===== src/rtl/button_debounce_pulse_pkg.sv =====
// Shared types for the push-button debouncer: FSM state encoding and level decode.
package button_debounce_pulse_pkg;

  typedef enum logic [1:0] {
    RELEASED    = 2'd0,
    PRESS_CHK   = 2'd1,
    PRESSED     = 2'd2,
    RELEASE_CHK = 2'd3
  } state_t;

  // Debounced level is "pressed" while the accepted state is pressed, even mid release check.
  function automatic logic level_of(input state_t st);
    return (st == PRESSED) || (st == RELEASE_CHK);
  endfunction

endpackage


===== src/rtl/sync_2ff.sv =====
// Two-flop synchroniser for an asynchronous input pin; reset value is parameterised
// so the chain can idle at the pin's inactive level.
module sync_2ff #(
  parameter logic RST_VAL = 1'b0
) (
  input  logic clk,
  input  logic rst,
  input  logic d,
  output logic q
);

  logic meta_reg;
  logic q_reg;

  always_ff @(posedge clk) begin
    if (rst) begin
      meta_reg <= RST_VAL;
      q_reg    <= RST_VAL;
    end else begin
      meta_reg <= d;
      q_reg    <= meta_reg;
    end
  end

  assign q = q_reg;

endmodule


===== src/rtl/button_debounce_pulse.sv =====
// Button synchroniser/debouncer producing a clean level, press/release strobes and a press count.
// Optional auto-repeat of press_pulse while held is enabled by defining BUTTON_AUTO_REPEAT_EN.
module button_debounce_pulse
  import button_debounce_pulse_pkg::*;
#(
  parameter int DEBOUNCE_CYCLES = 1000000,
  parameter int CNT_WIDTH       = 20,
  parameter int ACTIVE_LOW      = 0,
  parameter int REPEAT_DELAY    = 500000,
  parameter int REPEAT_PERIOD   = 100000
) (
  input  logic       clk,
  input  logic       rst,
  input  logic       btn_in,
  output logic       btn_level,
  output logic       press_pulse,
  output logic       release_pulse,
  output logic [7:0] press_count
);

  localparam logic                 IDLE_PIN = (ACTIVE_LOW != 0);
  localparam logic [CNT_WIDTH-1:0] DEB_LAST = CNT_WIDTH'(DEBOUNCE_CYCLES - 1);

  logic sync_q;
  logic s;

  sync_2ff #(.RST_VAL(IDLE_PIN)) u_sync (
    .clk (clk),
    .rst (rst),
    .d   (btn_in),
    .q   (sync_q)
  );

  assign s = sync_q ^ IDLE_PIN;

  state_t               state_reg;
  logic [CNT_WIDTH-1:0] cnt_reg;
  logic                 btn_level_reg;
  logic                 press_pulse_reg;
  logic                 release_pulse_reg;
  logic [7:0]           press_count_reg;
  logic                 rep_fire;

`ifdef BUTTON_AUTO_REPEAT_EN
  localparam logic [CNT_WIDTH-1:0] REP_DELAY_LAST  = CNT_WIDTH'(REPEAT_DELAY - 1);
  localparam logic [CNT_WIDTH-1:0] REP_PERIOD_LAST = CNT_WIDTH'(REPEAT_PERIOD - 1);

  logic [CNT_WIDTH-1:0] rep_cnt_reg;
  logic                 rep_periodic_reg;

  assign rep_fire = (state_reg == PRESSED) && s &&
                    (rep_cnt_reg == (rep_periodic_reg ? REP_PERIOD_LAST : REP_DELAY_LAST));

  // Held at zero outside a stable PRESSED, so every entry restarts the initial delay phase.
  always_ff @(posedge clk) begin
    if (rst || (state_reg != PRESSED) || !s) begin
      rep_cnt_reg      <= '0;
      rep_periodic_reg <= 1'b0;
    end else if (rep_fire) begin
      rep_cnt_reg      <= '0;
      rep_periodic_reg <= 1'b1;
    end else begin
      rep_cnt_reg      <= rep_cnt_reg + 1'b1;
    end
  end
`else
  assign rep_fire = 1'b0;
`endif

  always_ff @(posedge clk) begin
    if (rst) begin
      state_reg         <= RELEASED;
      cnt_reg           <= '0;
      btn_level_reg     <= 1'b0;
      press_pulse_reg   <= 1'b0;
      release_pulse_reg <= 1'b0;
      press_count_reg   <= '0;
    end else begin
      press_pulse_reg   <= 1'b0;
      release_pulse_reg <= 1'b0;
      case (state_reg)
        RELEASED: begin
          if (s) begin
            state_reg <= PRESS_CHK;
            cnt_reg   <= '0;
          end
        end
        PRESS_CHK: begin
          if (!s) begin
            state_reg <= RELEASED;
            cnt_reg   <= '0;
          end else if (cnt_reg == DEB_LAST) begin
            state_reg       <= PRESSED;
            cnt_reg         <= '0;
            btn_level_reg   <= level_of(PRESSED);
            press_pulse_reg <= 1'b1;
            press_count_reg <= press_count_reg + 8'd1;
          end else begin
            cnt_reg <= cnt_reg + 1'b1;
          end
        end
        PRESSED: begin
          if (!s) begin
            state_reg <= RELEASE_CHK;
            cnt_reg   <= '0;
          end else if (rep_fire) begin
            press_pulse_reg <= 1'b1;
            press_count_reg <= press_count_reg + 8'd1;
          end
        end
        RELEASE_CHK: begin
          if (s) begin
            state_reg <= PRESSED;
            cnt_reg   <= '0;
          end else if (cnt_reg == DEB_LAST) begin
            state_reg         <= RELEASED;
            cnt_reg           <= '0;
            btn_level_reg     <= level_of(RELEASED);
            release_pulse_reg <= 1'b1;
          end else begin
            cnt_reg <= cnt_reg + 1'b1;
          end
        end
        default: begin
          state_reg <= RELEASED;
          cnt_reg   <= '0;
        end
      endcase
    end
  end

  assign btn_level     = btn_level_reg;
  assign press_pulse   = press_pulse_reg;
  assign release_pulse = release_pulse_reg;
  assign press_count   = press_count_reg;

endmodule


===== config.mk =====
export PLATFORM = sky130hd
export DESIGN_NAME = button_debounce_pulse
export DESIGN_NICKNAME = d
export VERILOG_FILES = /design/src/rtl/button_debounce_pulse_pkg.sv /design/src/rtl/sync_2ff.sv /design/src/rtl/button_debounce_pulse.sv
export SDC_FILE = /design/constraint.sdc
export NUM_CORES = 1
export LEC_CHECK = 0
export ABC_AREA = 1
export CAP_MARGIN = 20
export CORE_ASPECT_RATIO = 0.6
export CORE_MARGIN = 1.5
export CORE_UTILIZATION = 58
export DETAILED_ROUTE_END_ITERATION = 12
export MAX_ROUTING_LAYER = met4
export PLACE_DENSITY = 0.79
export SLEW_MARGIN = 40
export SYNTH_ARGS = -nofsm -noshare
export SYNTH_HDL_FRONTEND = slang
export SYNTH_SLANG_ARGS = --single-unit

===== constraint.sdc =====
create_clock -name clk -period 1.7 [get_ports clk]
set_clock_uncertainty 0.15 [all_clocks]
set_input_delay 0.34 -clock clk [delete_from_list [all_inputs] [get_ports clk]]
set_output_delay 0.34 -clock clk [all_outputs]
set_load 0.02 [all_outputs]

==> flow_summary.yaml, run 1 <==
place:
  total_instance_count_after_detailed_placement: 387
  port-buffer-count: 13
  hpwl_um: 3750
  globalplace.congestion: 0.933
global_routing:
  global_route_wire_length_before_repair_um: 8810
  grt_pass1_vias: 1861
  groute.usage.overall_pct: 30.4
  antenna_violations_before_repair: 0
  grt_start_max_net_pins: 23
  grt_overflow: 0
pwr:
  power.density_cell_area_nw_per_um2: 649
  cellLeakagePower_nw: 1.05
  vdd.ir_drop.worst_mv: 0.706
synth:
  synthAdderAreaFrac_pct: 1.21
  ys_seq_elements: 35
  yosys-mux-area-fraction_pct: 0
  post-synth-top-area-cell: "sky130_fd_sc_hd__dfxtp_1"
  synthTopCellsByCount: "89 x sky130_fd_sc_hd__nand2_1, 44 x sky130_fd_sc_hd__nor2_1, 40 x sky130_fd_sc_hd__inv_1"
  synth_simple_gate_area_share_pct: 41.8
  synth-main-ff-cell: "sky130_fd_sc_hd__dfxtp_1"
  ys.warnings.count: 0
  synthXorXnorAreaFrac_pct: 3.39
  synth_area_leaders: "sky130_fd_sc_hd__dfxtp_1 34%, sky130_fd_sc_hd__nand2_1 16%, sky130_fd_sc_hd__nor2_1 8.0%"
  synth.most_common_cell: "sky130_fd_sc_hd__nand2_1"
  mappedNetlistNets: 328
  post_synth_instance_area_sq_um: 2060
  yosysUniqueCellTypes: 28
  number_of_instances_in_the_synthesized_netlist: 323
  async_flop_share_pct: 0
  avgSynthCellArea_sq_um: 6.39
  synth-seq-area-share_pct: 33.9
  synth_enable_flop_cells: 0
  main_combinational_cell_family_by_area_after_synthesis: "simple AND/OR/NAND/NOR gates"
  synth_largest_type_area_fraction_pct: 33.9
  synth_compound_area_share_pct: 10.0
timing:
  rsz0062_at_grt: "yes"
  finalHoldViolCount: 0
  worstMarginPinSlew_ns: 0.280
  final_hold_slack_ns: 0.288
  clock_period_minus_worst_slack_ns: 1.71
  relSlewSlack_pct: 81.3
  slew_violations: 0
  achievable-frequency_ghz: 0.584
  final.period_utilization_pct: 101
  final_setup_violation_count: 1
  worst_slack_ns: -0.0120
final_layout:
  num-nets-final: 357
  layoutNonFillerInstCount: 398
  register_cell_area_after_layout_sq_um: 714
  multi_input_comb_area_sq_um: 1240
  largest_register_ffs: 20
  fillCellCount: 269
  diodes: 0
  final_util_pct: 76.4
  flow.area_growth_from_synthesis_pct: 22.9
  share_of_final_layout_standard_cells_stronger_than_drive_strength_1_pct: 19.8
route:
  detailedRoute.firstPassIterationCount: 5
  routed_wire_length_per_instance_um: 13.3
  detail-route-antenna-nets: 0
  wl_um: 5300
  vias_per_cell: 5.49
  detail_route.iter0.violations: 224
  num_vias: 2186
  drc_violations_left: 0
worst_setup_path:
  sort_of_element_at_the_start_of_the_critical_path: "flop"
  worst_r2r_endpoint: "btn_level"
  worst_path_arrival_ns: 1.78
  timing.reg2reg.setup_slack_ns: -0.01
  critPathRequiredTime_ns: 1.77
  worst_setup_path_end_kind: "flop"
  timing_worst_setup_path_type: "reg -> reg"
  reg2reg_from: "cnt_reg[1]"
  worst_path_max_fanout: 7
  r2r.worst_path.cells: 8
min_path:
  worst_hold_path_type: "reg -> reg"
  hold_end: "u_sync.q"
  worstHoldStart: "u_sync.meta_reg"
  worst_hold_path.num_cells: 2
floorplan:
  floorplan.initialDensity_pct: 62.1
  floorplan.die_area_sq_um: 3940
  dieHeight_um: 49.2
  fp.dieW_um: 80.0
  top_level_ports: 14
  row_count: 16
  floorplan.core_area_sq_um: 3320
clock_tree:
  cts_hold_buf: 0
  cts_buffers: 5
  h-tree-depth: 2
  tritoncts_num_sinks: 35
  cts_tree: "yes"
  clock_root_buffer: "sky130_fd_sc_hd__clkbuf_8"
  clkLatencyLatePin_ns: 0.30
  clock_edge_transition_at_the_registers_on_the_reported_setup_and_hold_paths_ns: 0.08
  cts-root-to-sink-buffers: 2
status:
  run_status: "complete, but fails checks"
  violations: "setup timing"
job:
  maxCapViolCount: 0
[worst max path at each step]
stage                      to        from  cells after the start
3_3_place_gp   press_count[7]  cnt_reg[0]                      8
6_report            btn_level  cnt_reg[1]                      8
3_5_place_dp   press_count[7]  cnt_reg[1]                      8
5_1_grt        press_count[3]  cnt_reg[1]                     10
2_1_floorplan  press_count[3]  cnt_reg[0]                     10
4_1_cts        press_count[6]  cnt_reg[1]                     10
[metal layers]
layer	routed length (um)	vias to the layer above	GRT usage (%)	share of wire, %
li1	-	1084	-	-
met1	2650	998	44.3	50
met2	2120	94	40.5	40
met3	450	10	8.04	8.5
met4	72	0	9.48	1.4
met5	0	-	-	0
[cell type report]
type / count / area share (%)
Multi-Input combinational cell: 239 / 48.7
Inverter: 41 / 6.07
Clock inverter: 3 / 1.73
Clock buffer: 5 / 2.71
Sequential cell: 35 / 28.2
Timing Repair Buffer: 30 / 10.4
Tap cell: 45 / 2.22
[what timing repair did]
item / in CTS / in global routing
setup buffers: 0 / 3
endpoints found under the setup margin: 19 / 33
resized for setup: 11 / 34
pin swaps: 0 / 7
[placed cells by master (no fill, tap or decap), types with 5 or more instances in the layout]
master                          count
sky130_fd_sc_hd__nand2_1           86
sky130_fd_sc_hd__inv_1             39
sky130_fd_sc_hd__nor2_1            37
sky130_fd_sc_hd__nand3_1           25
sky130_fd_sc_hd__dfxtp_1           24
sky130_fd_sc_hd__a21oi_1           21
sky130_fd_sc_hd__buf_4             16
sky130_fd_sc_hd__nand4_1           11
sky130_fd_sc_hd__dfxtp_2           11
sky130_fd_sc_hd__o21ai_0            9
sky130_fd_sc_hd__dlygate4sd2_1      9
sky130_fd_sc_hd__nand2_2            8
sky130_fd_sc_hd__nor2_2             8
sky130_fd_sc_hd__nor2_4             7
sky130_fd_sc_hd__xor2_1             5
sky130_fd_sc_hd__clkbuf_8           5
[cell families after synthesis]
kind of cell | count (synthesis)
adders and majority gates | 2
xor gates and xnor gates | 8
DFF | 35
buffers and inverters | 49
and+or+nand+nor | 190
AOI/OAI and AO/OA | 39
[metrics by stage]
stage          power [mW]  TNS [ns]  cell area, sq um  worst slack (ns)
2_1_floorplan       0.873         0              2060            0.0908
5_1_grt              1.70    -0.300              2540           -0.0942
3_3_place_gp        0.895         0              2320            0.0241
4_1_cts              1.64         0              2430           0.00478
3_5_place_dp        0.897    -0.176              2320           -0.0428
6_report             1.65   -0.0120              2540           -0.0120
[worst max-delay path, cell delays in order (launching register included)]
cell	delay [ns]
sky130_fd_sc_hd__dfxtp_2	0.35
sky130_fd_sc_hd__ha_4	0.17
sky130_fd_sc_hd__nand3_4	0.08
sky130_fd_sc_hd__nor2_4	0.17
sky130_fd_sc_hd__nand2_2	0.08
sky130_fd_sc_hd__nor2_4	0.17
sky130_fd_sc_hd__nand2_4	0.12
sky130_fd_sc_hd__buf_4	0.16
sky130_fd_sc_hd__o22ai_1	0.17
[power by group]
part	switching (mW)	total (mW)	internal, mW
logic	0.0378	0.0566	0.0188
registers	0.00291	0.825	0.822
clock network	0.328	0.764	0.436
No activity file was read; power rests on OpenSTA's default activity.
==> run 2, diff against run 1 <==
--- a/config.mk
+++ b/config.mk
@@ -5,14 +5,13 @@
 export SDC_FILE = /design/constraint.sdc
 export NUM_CORES = 1
 export LEC_CHECK = 0
-export ABC_AREA = 1
 export CAP_MARGIN = 20
 export CORE_ASPECT_RATIO = 0.6
 export CORE_MARGIN = 1.5
-export CORE_UTILIZATION = 58
+export CORE_UTILIZATION = 55
 export DETAILED_ROUTE_END_ITERATION = 12
 export MAX_ROUTING_LAYER = met4
-export PLACE_DENSITY = 0.79
+export PLACE_DENSITY = 0.76
 export SLEW_MARGIN = 40
 export SYNTH_ARGS = -nofsm -noshare
 export SYNTH_HDL_FRONTEND = slang
==> flow_summary.yaml, run 2 <==
status:
  run_status: "complete, but fails checks"
  violations: "setup timing"
clock_tree:
  cts-root-to-sink-buffers: 2
  clock_edge_transition_at_the_registers_on_the_reported_setup_and_hold_paths_ns: 0.08
  tritoncts_num_sinks: 35
  cts_tree: "yes"
  h-tree-depth: 2
  cts_buffers: 5
  clkLatencyLatePin_ns: 0.30
  cts_hold_buf: 0
  clock_root_buffer: "sky130_fd_sc_hd__clkbuf_8"
pwr:
  cellLeakagePower_nw: 1.14
  design_power_total_mw: 1.50
  vdd.ir_drop.worst_mv: 0.514
  power.density_cell_area_nw_per_um2: 581
timing:
  clock_period_minus_worst_slack_ns: 2.17
  final_setup_violation_count: 33
  finalHoldViolCount: 0
  worst_slack_ns: -0.465
  slew_violations: 0
  relSlewSlack_pct: 41.6
  worstMarginPinSlew_ns: 0.872
  achievable-frequency_ghz: 0.462
  final.period_utilization_pct: 127
  final_hold_slack_ns: 0.325
  rsz0062_at_grt: "yes"
synth:
  async_flop_share_pct: 0
  post-synth-top-area-cell: "sky130_fd_sc_hd__dfxtp_1"
  number_of_instances_in_the_synthesized_netlist: 194
  post_synth_instance_area_sq_um: 1690
  ys_seq_elements: 35
  avgSynthCellArea_sq_um: 8.70
  synth_largest_type_area_fraction_pct: 41.5
  synth_area_leaders: "sky130_fd_sc_hd__dfxtp_1 42%, sky130_fd_sc_hd__mux2i_1 5.3%, sky130_fd_sc_hd__a21oi_1 4.4%"
  synth-seq-area-share_pct: 41.5
  synthTopCellsByCount: "35 x sky130_fd_sc_hd__dfxtp_1, 16 x sky130_fd_sc_hd__nor2_1, 15 x sky130_fd_sc_hd__a21oi_1, 15 x sky130_fd_sc_hd__nand2_1, 15 x sky130_fd_sc_hd__nand3_1"
  yosysUniqueCellTypes: 41
  mappedNetlistNets: 199
  synth_enable_flop_cells: 0
  synth-main-ff-cell: "sky130_fd_sc_hd__dfxtp_1"
  synth.most_common_cell: "sky130_fd_sc_hd__dfxtp_1"
  ys.warnings.count: 0
route:
  vias_per_cell: 6.66
  detail-route-antenna-nets: 0
  wl_um: 6580
  drc_violations_left: 0
  num_vias: 2058
  detail_route.iter0.violations: 281
  detailedRoute.firstPassIterationCount: 7
  routed_wire_length_per_instance_um: 21.3
worst_setup_path:
  cp_cell_sequence: "or3b_4, nor4_4, nand4_2, or3_1, a21oi_1"
  r2r.worst_path.cells: 5
  worst_path_arrival_ns: 2.25
  timing_worst_setup_path_type: "reg -> reg"
  timing.reg2reg.setup_slack_ns: -0.47
  path_depth: 5
  worst_path_max_fanout: 4
  sort_of_element_at_the_start_of_the_critical_path: "flop"
  worst_setup_path_end_kind: "flop"
  cp.buffers_inverters: 0
  stage_delay_of_the_slowest_cell_on_the_critical_path_ns: 0.44
  crit_slowest_cell: "sky130_fd_sc_hd__or3b_4"
  critical-path-top-delay-family: "simple AND/OR/NAND/NOR gates"
  critPathRequiredTime_ns: 1.79
final_layout:
  final_util_pct: 89.4
  fillCellCount: 136
  final_common_cell: "sky130_fd_sc_hd__buf_4"
  num-nets-final: 271
  largest_register_ffs: 20
  share_of_final_layout_standard_cells_stronger_than_drive_strength_1_pct: 40.4
  flow.area_growth_from_synthesis_pct: 53.2
  layout.cells.most_common_list: "50 x sky130_fd_sc_hd__buf_4, 28 x sky130_fd_sc_hd__dfxtp_1, 16 x sky130_fd_sc_hd__nor2_1"
  diodes: 0
  fin_area_sq_um: 2580
global_routing:
  grt.met2_usage_pct: 59.8
  grt_pass1_vias: 1809
  global_route.usage.met1_pct: 41.0
  global_route_wire_length_before_repair_um: 8620
  grt_most_used_layer: "met2"
  grt_start_max_net_pins: 18
  grt_overflow: 0
  grtUsageMet3_pct: 9.96
  groute.usage.overall_pct: 36.4
  antenna_violations_before_repair: 0
floorplan:
  fp.dieW_um: 74.5
  floorplan.core_area_sq_um: 2890
  top_level_ports: 14
  floorplan.die_area_sq_um: 3420
  row_count: 15
  dieHeight_um: 45.9
  floorplan.initialDensity_pct: 58.4
job:
  maxCapViolCount: 0
place:
  port-buffer-count: 13
  postPlaceCellArea_sq_um: 2260
  globalplace.congestion: 0.823
  hpwl_um: 3580
min_path:
  worst_hold_path_type: "reg -> reg"
  worst_hold_path.num_cells: 1
[run 2: per-stage QoR]
step                std cells  setup TNS, ns  worst slack (ns)
global route              309         -12.82            -0.549
floorplan                 194          -5.47            -0.289
global placement          292          -9.23            -0.391
CTS                       306          -9.22            -0.415
finish                    309         -10.95            -0.465
detailed placement        292         -11.22            -0.483
[run 2: area by class of cell]
type / count / area, sq um / area share, %
multi-input cells: 149 / 1110 / 43.1
flip-flops and latches: 35 / 709 / 27.4
clock buffers: 7 / 76.3 / 2.95
clock inverters: 1 / 5.00 / 0.194
inverters: 2 / 7.51 / 0.290
well taps: 42 / 52.6 / 2.03
repair buffers: 73 / 621 / 24.0
[run 2: cell families after synthesis]
logic type / share of synthesized area (%)
mux: 5.34
flops: 41.5
simple gates: 30.7
compound gates: 14.2
xor+xnor: 4.15
fa+ha+maj: 1.48
buf+inv: 2.59
[run 2: final timing paths]
check | from | endpoint
max | cnt_reg[8] | press_count[7]
min | u_sync.meta_reg | u_sync.q
max reg2reg | cnt_reg[8] | press_count[7]
min reg2reg | u_sync.meta_reg | u_sync.q
[run 2: timing repair]
action,in CTS,in global routing
gates resized for setup,38,18
pin swaps,6,7
gates cloned,2,0
setup buffers,4,3
endpoints found under the setup margin,42,35
[run 2: metal layers]
metal / share of wire [%] / up-vias
met1: 38 / 952
met2: 46 / 194
met4: 5.2 / 0
met3: 11 / 53
li1: - / 859
met5: 0 / -
[run 2: power breakdown]
| part | internal (mW) | total [mW] | switching [mW] |
|---|---|---|---|
| Combinational | 0.0344 | 0.0730 | 0.0386 |
| Clock | 0.288 | 0.604 | 0.317 |
| Sequential | 0.822 | 0.825 | 0.00282 |
==> run 3, diff against run 2 <==
--- a/config.mk
+++ b/config.mk
@@ -10,7 +10,6 @@
 export CORE_MARGIN = 1.5
 export CORE_UTILIZATION = 55
 export DETAILED_ROUTE_END_ITERATION = 12
-export MAX_ROUTING_LAYER = met4
 export PLACE_DENSITY = 0.76
 export SLEW_MARGIN = 40
 export SYNTH_ARGS = -nofsm -noshare
==> constraint.sdc (replaced) <==
create_clock -name clk -period 1.7 [get_ports clk]
set_clock_uncertainty 0.15 [all_clocks]
set_input_delay 0.17 -clock clk [delete_from_list [all_inputs] [get_ports clk]]
set_output_delay 0.17 -clock clk [all_outputs]
set_load 0.02 [all_outputs]
==> flow_summary.yaml, run 3 (same netlist as run 2, synthesis figures left out) <==
pwr:
  p_int_mw: 1.32
  power.density_cell_area_nw_per_um2: 635
  seq_power_share_pct: 48.0
  net-switching-power_mw: 0.390
  design_power_total_mw: 1.71
  combPwrFrac_pct: 4.0
  vdd.ir_drop.worst_mv: 0.665
  pwr-share-clk_pct: 48.0
  cellLeakagePower_nw: 1.13
  p_sw_share_pct: 22.7
clock_tree:
  cts_tree: "yes"
  clock_root_buffer: "sky130_fd_sc_hd__clkbuf_8"
  cts-root-to-sink-buffers: 2
  h-tree-depth: 2
  clkLatencyLatePin_ns: 0.31
  clock_edge_transition_at_the_registers_on_the_reported_setup_and_hold_paths_ns: 0.08
  tritoncts_num_sinks: 35
  cts_buffers: 5
route:
  wl_um: 7520
  detail_route.iter0.violations: 397
  detailedRoute.firstPassIterationCount: 6
  vias_per_cell: 7.08
  detail-route-antenna-nets: 0
  num_vias: 2173
  routed_wire_length_per_instance_um: 24.5
  drc_violations_left: 0
global_routing:
  grt_pass1_vias: 1901
  groute.usage.overall_pct: 39.6
  grt_overflow: 0
  grt_start_max_net_pins: 19
  global_route_wire_length_before_repair_um: 9610
  antenna_violations_before_repair: 0
final_layout:
  flow.area_growth_from_synthesis_pct: 59.9
  largest_register_ffs: 20
  final_common_cell: "sky130_fd_sc_hd__buf_4"
  layout.cells.most_common_list: "47 x sky130_fd_sc_hd__buf_4, 24 x sky130_fd_sc_hd__dfxtp_1, 15 x sky130_fd_sc_hd__nor2_1"
  share_of_final_layout_standard_cells_stronger_than_drive_strength_1_pct: 45.3
  final_util_pct: 93.4
  diodes: 0
  num-nets-final: 269
  layoutNonFillerInstCount: 307
timing:
  clock_period_minus_worst_slack_ns: 2.19
  slew_violations: 0
  final_setup_violation_count: 33
  worstMarginPinSlew_ns: 0.385
  rsz0062_at_grt: "yes"
  final.setup.tns_ns: -11.58
  final.period_utilization_pct: 129
  relSlewSlack_pct: 74.1
  finalHoldViolCount: 0
  worst_slack_ns: -0.487
  achievable-frequency_ghz: 0.457
  final_hold_slack_ns: 0.291
min_path:
  worst_hold_path_type: "in -> reg"
place:
  hpwl_um: 3390
  globalplace.congestion: 0.822
  total_instance_count_after_detailed_placement: 285
  port-buffer-count: 13
worst_setup_path:
  worst_path_max_fanout: 4
  cp.buffers_inverters: 0
  sort_of_element_at_the_start_of_the_critical_path: "flop"
  cp_cell_sequence: "or4_4, nor4_4, nand4_2, or3_1, a21oi_1"
  stage_delay_of_the_slowest_cell_on_the_critical_path_ns: 0.56
  critPathRequiredTime_ns: 1.78
  timing.reg2reg.setup_slack_ns: -0.49
  worst_path_arrival_ns: 2.26
  worst_setup_path_end_kind: "flop"
  critical-path-top-delay-family: "simple AND/OR/NAND/NOR gates"
  timing_worst_setup_path_type: "reg -> reg"
  crit_slowest_cell: "sky130_fd_sc_hd__or4_4"
floorplan:
  fp.dieW_um: 74.5
  floorplan.initialDensity_pct: 58.4
  floorplan.die_area_sq_um: 3420
  floorplan.core_area_sq_um: 2890
  top_level_ports: 14
  row_count: 15
  dieHeight_um: 45.9
job:
  maxCapViolCount: 0
status:
  run_status: "complete, but fails checks"
  violations: "setup timing"
==> run 3: path summary, 6_finish.rpt <==
| path | startpoint | endpoint | depth (start not counted) |
|---|---|---|---|
| max | cnt_reg[10] | press_count[4] | 5 |
| max reg2reg | cnt_reg[10] | press_count[4] | 5 |
| min reg2reg | u_sync.meta_reg | u_sync.q | 1 |
| min | btn_in | u_sync.meta_reg | 2 |
==> run 3: what timing repair did <==
action                                  4_1_cts  5_1_grt
gates cloned                                  0        1
pin swaps                                    14       19
endpoints found under the setup margin       33       35
gates resized for setup                      39       34
buffers inserted                              6        9
hold buffers                                  0        0
==> run 3: layout make-up <==
cell class / count / area [sq um]
multi-input combinational: 148 / 1170
sequential: 35 / 719
timing repair buffer: 72 / 636
fill: 97 / 191
clock buffer: 6 / 82.6
tap: 42 / 52.6
clock inverter: 2 / 35.0
inverter: 2 / 7.51
==> run 3: power by group through the flow <==
stage	logic (mW)	registers, mW	clock network, mW
3_5_place_dp	0.0454	0.844	0
3_3_place_gp	0.0409	0.843	0
4_1_cts	0.0609	0.825	0.788
6_report	0.0680	0.822	0.822
2_1_floorplan	0.0274	0.842	0
5_1_grt	0.0707	0.822	0.841
==> run 3: routing by layer <==
layer | vias up | wire [um] | global-route usage, %
met3 | 90 | 929 | 12.8
met2 | 241 | 3180 | 65.9
met4 | 0 | 620 | 21.5
met5 | - | 0 | 0
li1 | 854 | - | -
met1 | 988 | 2790 | 46.2
==> run 3: through the flow <==
stage	instance area, sq um	worst slack (ns)
2_1_floorplan	1720	-0.289
3_3_place_gp	2200	-0.306
3_5_place_dp	2200	-0.397
4_1_cts	2530	-0.380
5_1_grt	2700	-0.553
6_report	2700	-0.487
